<file path="src/rtl/regfile_wb_arbiter_pkg.sv">
`default_nettype none
// ============================================================================
// Package : rv_pkg
// Brief   : Shared register-file widths, address/data types and a popcount
//           helper used by the write-port arbiter and its scoreboard.
// Rev     : 1.0 - initial release
// ============================================================================
package rv_pkg;

  localparam int XLEN       = 32;
  localparam int REG_ADDR_W = 5;
  localparam int NUM_REGS   = 32;

  typedef logic [REG_ADDR_W-1:0] reg_addr_t;
  typedef logic [XLEN-1:0]       xlen_t;

  // Number of set bits in a NUM_REGS-wide vector; bit 0 is never set by the
  // scoreboard, so the result always fits in 6 bits (0..31).
  function automatic logic [5:0] popcount_regs(input logic [NUM_REGS-1:0] v);
    logic [5:0] c;
    c = '0;
    for (int i = 0; i < NUM_REGS; i++) begin
      c = c + {5'd0, v[i]};
    end
    return c;
  endfunction

endpackage : rv_pkg
`default_nettype wire

</file>
<file path="src/rtl/regfile_wb_arbiter_scoreboard.sv">
`default_nettype none
// ============================================================================
// Module  : rf_scoreboard
// Brief   : Pending-destination scoreboard for long-latency MDU results.
//           Sets a bit on an accepted issue, clears it on a completed MDU
//           transfer (set wins on a collision) and reports hazards.
// Rev     : 1.0 - initial release
// ============================================================================
module rf_scoreboard
  import rv_pkg::*;
(
  input  logic      clk,
  input  logic      rst,
  input  logic      i_iss_valid,
  input  reg_addr_t i_iss_rd,
  output logic      o_iss_ready,
  input  logic      i_clr_valid,
  input  reg_addr_t i_clr_rd,
  input  reg_addr_t i_chk_rs1,
  input  reg_addr_t i_chk_rs2,
  input  reg_addr_t i_chk_rd,
  output logic      o_hz_rs1,
  output logic      o_hz_rs2,
  output logic      o_hz_rd,
  output logic [5:0] o_pend_cnt
);

  logic [NUM_REGS-1:0] r_pending;
  logic [NUM_REGS-1:0] w_pending_nxt;
  logic [5:0]          r_pend_cnt;
  logic                w_set;

  // An issue is refused while its destination is still outstanding.
  assign o_iss_ready = !rst && !r_pending[i_iss_rd];
  assign w_set       = i_iss_valid && o_iss_ready && (i_iss_rd != '0);

  // Clear first, then set, so a same-register collision leaves the bit set.
  always_comb begin
    w_pending_nxt = r_pending;
    if (i_clr_valid) begin
      w_pending_nxt[i_clr_rd] = 1'b0;
    end
    if (w_set) begin
      w_pending_nxt[i_iss_rd] = 1'b1;
    end
  end

  // Pending vector and its population count advance on the same edge.
  always_ff @(posedge clk or posedge rst) begin
    if (rst) begin
      r_pending  <= '0;
      r_pend_cnt <= '0;
    end else begin
      r_pending  <= w_pending_nxt;
      r_pend_cnt <= popcount_regs(w_pending_nxt);
    end
  end

  // Hazards read the current (pre-clear) state: no forwarding of results.
  assign o_hz_rs1   = r_pending[i_chk_rs1] && (i_chk_rs1 != '0);
  assign o_hz_rs2   = r_pending[i_chk_rs2] && (i_chk_rs2 != '0);
  assign o_hz_rd    = r_pending[i_chk_rd]  && (i_chk_rd  != '0);
  assign o_pend_cnt = r_pend_cnt;

endmodule : rf_scoreboard
`default_nettype wire

</file>
<file path="src/rtl/regfile_wb_arbiter.sv">
`default_nettype none
// ============================================================================
// Module  : regfile_wb_arbiter
// Brief   : Arbitrates the single register-file write port between the
//           pipeline writeback stage and the multiply/divide unit, and hosts
//           the MDU pending scoreboard for decode hazard checks.
//           Optional MDU anti-starvation: define REGFILE_ARB_FAIRNESS_EN.
// Rev     : 1.0 - initial release
// ============================================================================
module regfile_wb_arbiter
  import rv_pkg::*;
#(
  parameter int XLEN       = 32,
  parameter int STARVE_MAX = 4
) (
  input  logic            clk,
  input  logic            rst,
  input  logic            wb_we,
  input  reg_addr_t       wb_rd,
  input  logic [XLEN-1:0] wb_data,
  output logic            wb_stall,
  input  logic            mdu_valid,
  input  reg_addr_t       mdu_rd,
  input  logic [XLEN-1:0] mdu_data,
  output logic            mdu_ready,
  input  logic            iss_valid,
  input  reg_addr_t       iss_rd,
  output logic            iss_ready,
  input  reg_addr_t       chk_rs1,
  input  reg_addr_t       chk_rs2,
  input  reg_addr_t       chk_rd,
  output logic            hz_rs1,
  output logic            hz_rs2,
  output logic            hz_rd,
  output logic            rf_we,
  output reg_addr_t       rf_addr,
  output logic [XLEN-1:0] rf_data,
  output logic [5:0]      pend_cnt
);

  logic            w_forced;
  logic            w_gnt_wb;
  logic            w_gnt_mdu;
  logic            w_xfer;
  reg_addr_t       w_addr;
  logic [XLEN-1:0] w_data;

`ifdef REGFILE_ARB_FAIRNESS_EN
  localparam int STARVE_W = (STARVE_MAX < 1) ? 1 : $clog2(STARVE_MAX + 1);

  logic [STARVE_W-1:0] r_starve;

  assign w_forced = mdu_valid && (r_starve == STARVE_W'(STARVE_MAX));

  // Count consecutive denied MDU cycles; any completed transfer restarts it.
  always_ff @(posedge clk or posedge rst) begin
    if (rst) begin
      r_starve <= '0;
    end else if (w_xfer) begin
      r_starve <= '0;
    end else if (mdu_valid) begin
      r_starve <= r_starve + 1'b1;
    end
  end
`else
  assign w_forced = 1'b0;
`endif

  // Strict priority: forced MDU grant, then pipeline, then MDU.
  always_comb begin
    w_gnt_wb  = 1'b0;
    w_gnt_mdu = 1'b0;
    if (w_forced) begin
      w_gnt_mdu = 1'b1;
    end else if (wb_we) begin
      w_gnt_wb = 1'b1;
    end else if (mdu_valid) begin
      w_gnt_mdu = 1'b1;
    end
  end

  // Write-port mux; an idle port presents zero address and data.
  always_comb begin
    w_addr = '0;
    w_data = '0;
    if (w_gnt_wb) begin
      w_addr = wb_rd;
      w_data = wb_data;
    end else if (w_gnt_mdu) begin
      w_addr = mdu_rd;
      w_data = mdu_data;
    end
  end

  // x0 is never written, but the MDU handshake still completes on it.
  assign rf_we     = !rst && (w_gnt_wb || w_gnt_mdu) && (w_addr != '0);
  assign rf_addr   = w_addr;
  assign rf_data   = w_data;
  assign mdu_ready = !rst && w_gnt_mdu;
  assign wb_stall  = !rst && w_forced;
  assign w_xfer    = mdu_valid && mdu_ready;

  rf_scoreboard u_scoreboard (
    .clk         (clk),
    .rst         (rst),
    .i_iss_valid (iss_valid),
    .i_iss_rd    (iss_rd),
    .o_iss_ready (iss_ready),
    .i_clr_valid (w_xfer),
    .i_clr_rd    (mdu_rd),
    .i_chk_rs1   (chk_rs1),
    .i_chk_rs2   (chk_rs2),
    .i_chk_rd    (chk_rd),
    .o_hz_rs1    (hz_rs1),
    .o_hz_rs2    (hz_rs2),
    .o_hz_rd     (hz_rd),
    .o_pend_cnt  (pend_cnt)
  );

endmodule : regfile_wb_arbiter
`default_nettype wire

</file>
<file path="config.mk">
export PLATFORM = sky130hd
export DESIGN_NAME = regfile_wb_arbiter
export DESIGN_NICKNAME = d
export VERILOG_FILES = /design/src/rtl/regfile_wb_arbiter_pkg.sv /design/src/rtl/regfile_wb_arbiter_scoreboard.sv /design/src/rtl/regfile_wb_arbiter.sv
export SDC_FILE = /design/constraint.sdc
export NUM_CORES = 1
export LEC_CHECK = 0
export ABC_AREA = 1
export BUFFER_PORTS_ARGS = -buffer_cell sky130_fd_sc_hd__buf_2
export CORE_ASPECT_RATIO = 1.1
export CORE_MARGIN = 1.5
export CORE_UTILIZATION = 52
export CTS_CLUSTER_DIAMETER = 80
export DETAILED_ROUTE_END_ITERATION = 10
export GPL_TIMING_DRIVEN = 1
export PLACE_DENSITY = 0.78
export SYNTH_ARGS = -nofsm -noshare
export SYNTH_HDL_FRONTEND = slang
export SYNTH_SLANG_ARGS = --single-unit
</file>
<file path="constraint.sdc">
create_clock -name clk -period 7.99 [get_ports clk]
set_input_delay 0.3995 -clock clk [delete_from_list [all_inputs] [get_ports clk]]
set_output_delay 0.3995 -clock clk [all_outputs]
set_load 0.05 [all_outputs]
</file>
==> results.rst <==
.. list-table::
   :header-rows: 1

   * - Metric
     - Value
   * - Result of the run
     - finished clean
   * - Final routed wire length divided by cell count
     - 18.7 um
   * - Combinational Power Share
     - between 70 and 80%
   * - Buf/Inv on CP
     - 8
   * - Setup bufs post-CTS
     - 0
   * - Wire length of the first global-routing pass
     - approximately 28000 um
   * - Worst setup slack for register-to-register paths
     - approximately 1.6 ns
   * - Final instance area
     - around 5500 sq um
   * - Total congestion overflow after global routing
     - 0
   * - Final hold viol count
     - 0
   * - Leading cell type in the layout, fill and taps excluded
     - sky130_fd_sc_hd__nand2_1
   * - Sequential power share
     - 14.0%
   * - NumNets Final
     - 975
   * - Pin count of the biggest net entering global routing
     - between 40 and 50
   * - Die X
     - between 90 and 100 um
   * - Parity-gate share of the synthesized area counting xor and xnor cells
     - less than 1%
   * - Worst reg-to-reg path cell count
     - 24
   * - Async SR Flop Fraction
     - 100%
   * - Iter 0 DRT Violations
     - 490
   * - Quantity of gates resized following cts
     - 0
   * - Critical R2R Capture
     - u_scoreboard.o_pend_cnt[4]$_DFF_PP0_
   * - Max Cap Viol
     - 0
   * - I/O Buffers
     - ~150
   * - Complex-gate fraction of the synthesized area
     - between 20 and 25%
   * - Area of the mapped netlist
     - about 4700 sq um
   * - Final Max Slew Viols
     - 0
   * - Launching element type of the critical path
     - input pin
   * - Post-synth EDFFs
     - 0
   * - Total clock buffers created by CTS
     - 5
   * - Synth Area per Inst
     - between 6 and 7 sq um
   * - Number of global-route vias before repair
     - between 5000 and 6000
   * - Final WL
     - ~18000 um
   * - Cell family with the largest share of critical-path delay
     - adder cells
   * - Internal power
     - ~1.1 mW
   * - Final weighted congestion in routability-driven placement
     - 1.03
   * - Critical path arrival
     - about 6.7 ns
   * - Slowest Stage Delay on Critical Path
     - a little over 0.6 ns
   * - Filler-free cell count of the finished design
     - 959
   * - Classification of the worst-slack hold path
     - in2async
   * - Bufs on Longest Clock Path
     - 2
   * - Cells along the critical path
     - buf_2, inv_1, nand2_1, clkinv_1, buf_4, nand2_1, nor3_1, inv_1, o21ai_0, nand2_1, inv_1, fa_1, fa_1, fa_1, fa_1, fa_1, fa_1, inv_1, fa_1, inv_1, fa_1, o21a_1, xor2_1
   * - Synthesized-area fraction occupied by and/or/nand/nor cells
     - a little under a third
   * - Area grow syn2layout
     - 17.9%
   * - Overall routing resource usage
     - between 30% and 40%
   * - Cell area after placement
     - about 5400 sq um
   * - Commonest non-fill, non-tap cells in the layout
     - sky130_fd_sc_hd__nand2_1 (155), sky130_fd_sc_hd__buf_2 (147), sky130_fd_sc_hd__inv_1 (116)
   * - Sequential share of the synthesized area
     - 20.3%
   * - Proportion of layout cells with a drive suffix above 1
     - between 20% and 30%
   * - Max VDD drop
     - 0.00133 V
   * - Core box area
     - approximately 8800 sq um
   * - Net switching component of the power
     - roughly 1.2 mW
   * - Slowest CP cell
     - sky130_fd_sc_hd__nor3_1
   * - Overall die area
     - approximately 9600 sq um
   * - Req. time, crit path
     - between 8 and 9 ns
   * - CTS tree
     - built
   * - Switching power share of the total
     - between 50% and 60%
   * - Post-Synthesis Net Count
     - approximately 850
   * - Max Clk Rate
     - about 0.15 GHz
   * - Class of the most critical setup path
     - in2reg
   * - Yosys reg bits
     - 38
   * - Synthesized instance count
     - between 700 and 800
   * - Final period utilization
     - around four fifths
   * - Number of cell rows
     - 36
   * - Pre-Repair DR Iteration Count
     - 7
   * - Setup slack of the critical path after layout
     - 1.48 ns
   * - Cell Pwr Density
     - between 400 and 500 nW/um^2
   * - Total Neg Setup Slack
     - 0 ns
   * - Overall power consumption
     - around 2.3 mW
   * - Final Critical Period
     - roughly 6.5 ns
   * - Clock slew at the register clock pins of the worst setup and hold paths
     - around 0.09 ns
   * - Worst slew margin relative to its limit
     - roughly two fifths
   * - Dominant combinational cell family by area after synthesis
     - simple AND/OR/NAND/NOR gates
   * - Number of distinct library cells after synthesis
     - 35
   * - CTS sink count
     - 38
   * - Proportion of power drawn by the clock network
     - just under 9%
   * - Final setup vio count
     - 0
   * - Post-synthesis mux area share
     - 0%
   * - Slew at the pin closest to its max-slew limit
     - roughly 0.90 ns
   * - Reg-to-Reg Start
     - u_scoreboard.r_pending[2]$_DFF_PP0_
   * - Leakage power summed over all cells
     - around 3.0 nW
   * - Final hold slack
     - 0.375 ns
   * - Number of diodes
     - 0
   * - H-Tree Level Count
     - 2
   * - RSZ-0062 raised after global routing
     - false
   * - Critical path endpoint category
     - flip-flop
   * - Antenna violations before repair
     - 0
   * - Core utilization of the finished layout
     - 62.8%
   * - Setup slack after placement
     - 1.26 ns
   * - Yosys warnings
     - 0
   * - Most instantiated flip-flop cell in the synthesis netlist
     - sky130_fd_sc_hd__dfrtp_1
   * - Worst Clk Skew
     - ~0.0099 ns
   * - Cell occurring most often along the worst timing path
     - sky130_fd_sc_hd__fa_1
   * - Drt via density
     - about 5.8
   * - Adder and majority cell fraction of the synthesized area
     - about 12%
   * - Placed wire-length estimate
     - ~14000 um
   * - Initial cell density of the core
     - 53.2%
   * - Height of the chip
     - 102 um
   * - CTS Root Buffer Type
     - sky130_fd_sc_hd__clkbuf_8
   * - Drc violations
     - 0
   * - Count of boundary I/O pins
     - between 100 and 150
   * - Total via count in the routed design
     - about 5600
   * - Post-detailed-route count of antenna-violating nets
     - 0
   * - Clock latency on the worst-skew pair
     - about 0.30 ns
   * - Cts hold-fix bufs
     - 0
   * - Number of cells after detailed placement
     - ~950
   * - Maximum fanout encountered on the critical timing path
     - 34
-- synthesized netlist by cell type, types with 16 or more instances --
| cell | instances | share of area (%) |
|---|---|---|
| sky130_fd_sc_hd__a21oi_1 | 41 | 4.4 |
| sky130_fd_sc_hd__a22o_1 | 33 | 6.2 |
| sky130_fd_sc_hd__clkbuf_1 | 25 | 2.0 |
| sky130_fd_sc_hd__dfrtp_1 | 38 | 20 |
| sky130_fd_sc_hd__fa_1 | 24 | 10 |
| sky130_fd_sc_hd__inv_1 | 116 | 9.3 |
| sky130_fd_sc_hd__nand2_1 | 155 | 12 |
| sky130_fd_sc_hd__nand3_1 | 71 | 7.6 |
| sky130_fd_sc_hd__nor2_1 | 59 | 4.7 |
| sky130_fd_sc_hd__nor3_1 | 20 | 2.1 |
| sky130_fd_sc_hd__o211ai_1 | 16 | 2.6 |
| sky130_fd_sc_hd__o21ai_0 | 63 | 6.7 |
-- state kept, by name, summed over array words and instances (netlist names) --
name / count
u_scoreboard.r_pending: 32
u_scoreboard.o_pend_cnt: 6
-- worst max-delay path by stage --
stage / startpoint / endpoint / slack, ns / cells past startpoint
global route: iss_rd[0] / u_scoreboard.o_pend_cnt[5]$_DFF_PP0_ / 1.14 / 31
floorplan: rst / u_scoreboard.o_pend_cnt[4]$_DFF_PP0_ / 1.45 / 20
detailed placement: wb_we / u_scoreboard.o_pend_cnt[4]$_DFF_PP0_ / 1.26 / 22
finish: wb_we / u_scoreboard.o_pend_cnt[4]$_DFF_PP0_ / 1.48 / 23
CTS: wb_we / u_scoreboard.o_pend_cnt[4]$_DFF_PP0_ / 1.57 / 22
global placement: iss_rd[0] / u_scoreboard.o_pend_cnt[4]$_DFF_PP0_ / 1.31 / 25
-- logic make-up after synthesis --
family          count (synthesis)
xor+xnor                        3
buf+inv                       159
flops                          38
simple gates                  324
compound gates                165
fa+ha+maj                      32
other cells                     1
-- layer usage --
metal,GRT usage [%],part of all wire (%)
met1,51.2,41
met2,62.3,47
met3,5.80,7.9
met4,13.8,3.9
met5,0,0
-- power groups by stage --
stage / clock [mW] / combinational, mW / sequential [mW]
4_1_cts: 0.203 / 1.84 / 0.323
3_5_place_dp: 0 / 1.83 / 0.326
5_1_grt: 0.211 / 2.10 / 0.328
6_report: 0.203 / 1.81 / 0.326
2_1_floorplan: 0 / 1.39 / 0.347
3_3_place_gp: 0 / 1.71 / 0.326
-- tightest hold or removal path, cell delays in order --
cell and delay [ns]:
sky130_fd_sc_hd__buf_2 0.11, sky130_fd_sc_hd__inv_1 0.14, sky130_fd_sc_hd__buf_4 0.48
-- cell type report --
class                      instances  area (sq um)
clock inverter                     3          68.8
inverter                         123           462
fill                             872          3270
multi-input combinational        525          3060
clock buffer                       5          68.8
timing repair buffer             151           766
tap                              114           143
sequential                        38           951
No activity file was read; power rests on OpenSTA's default activity.
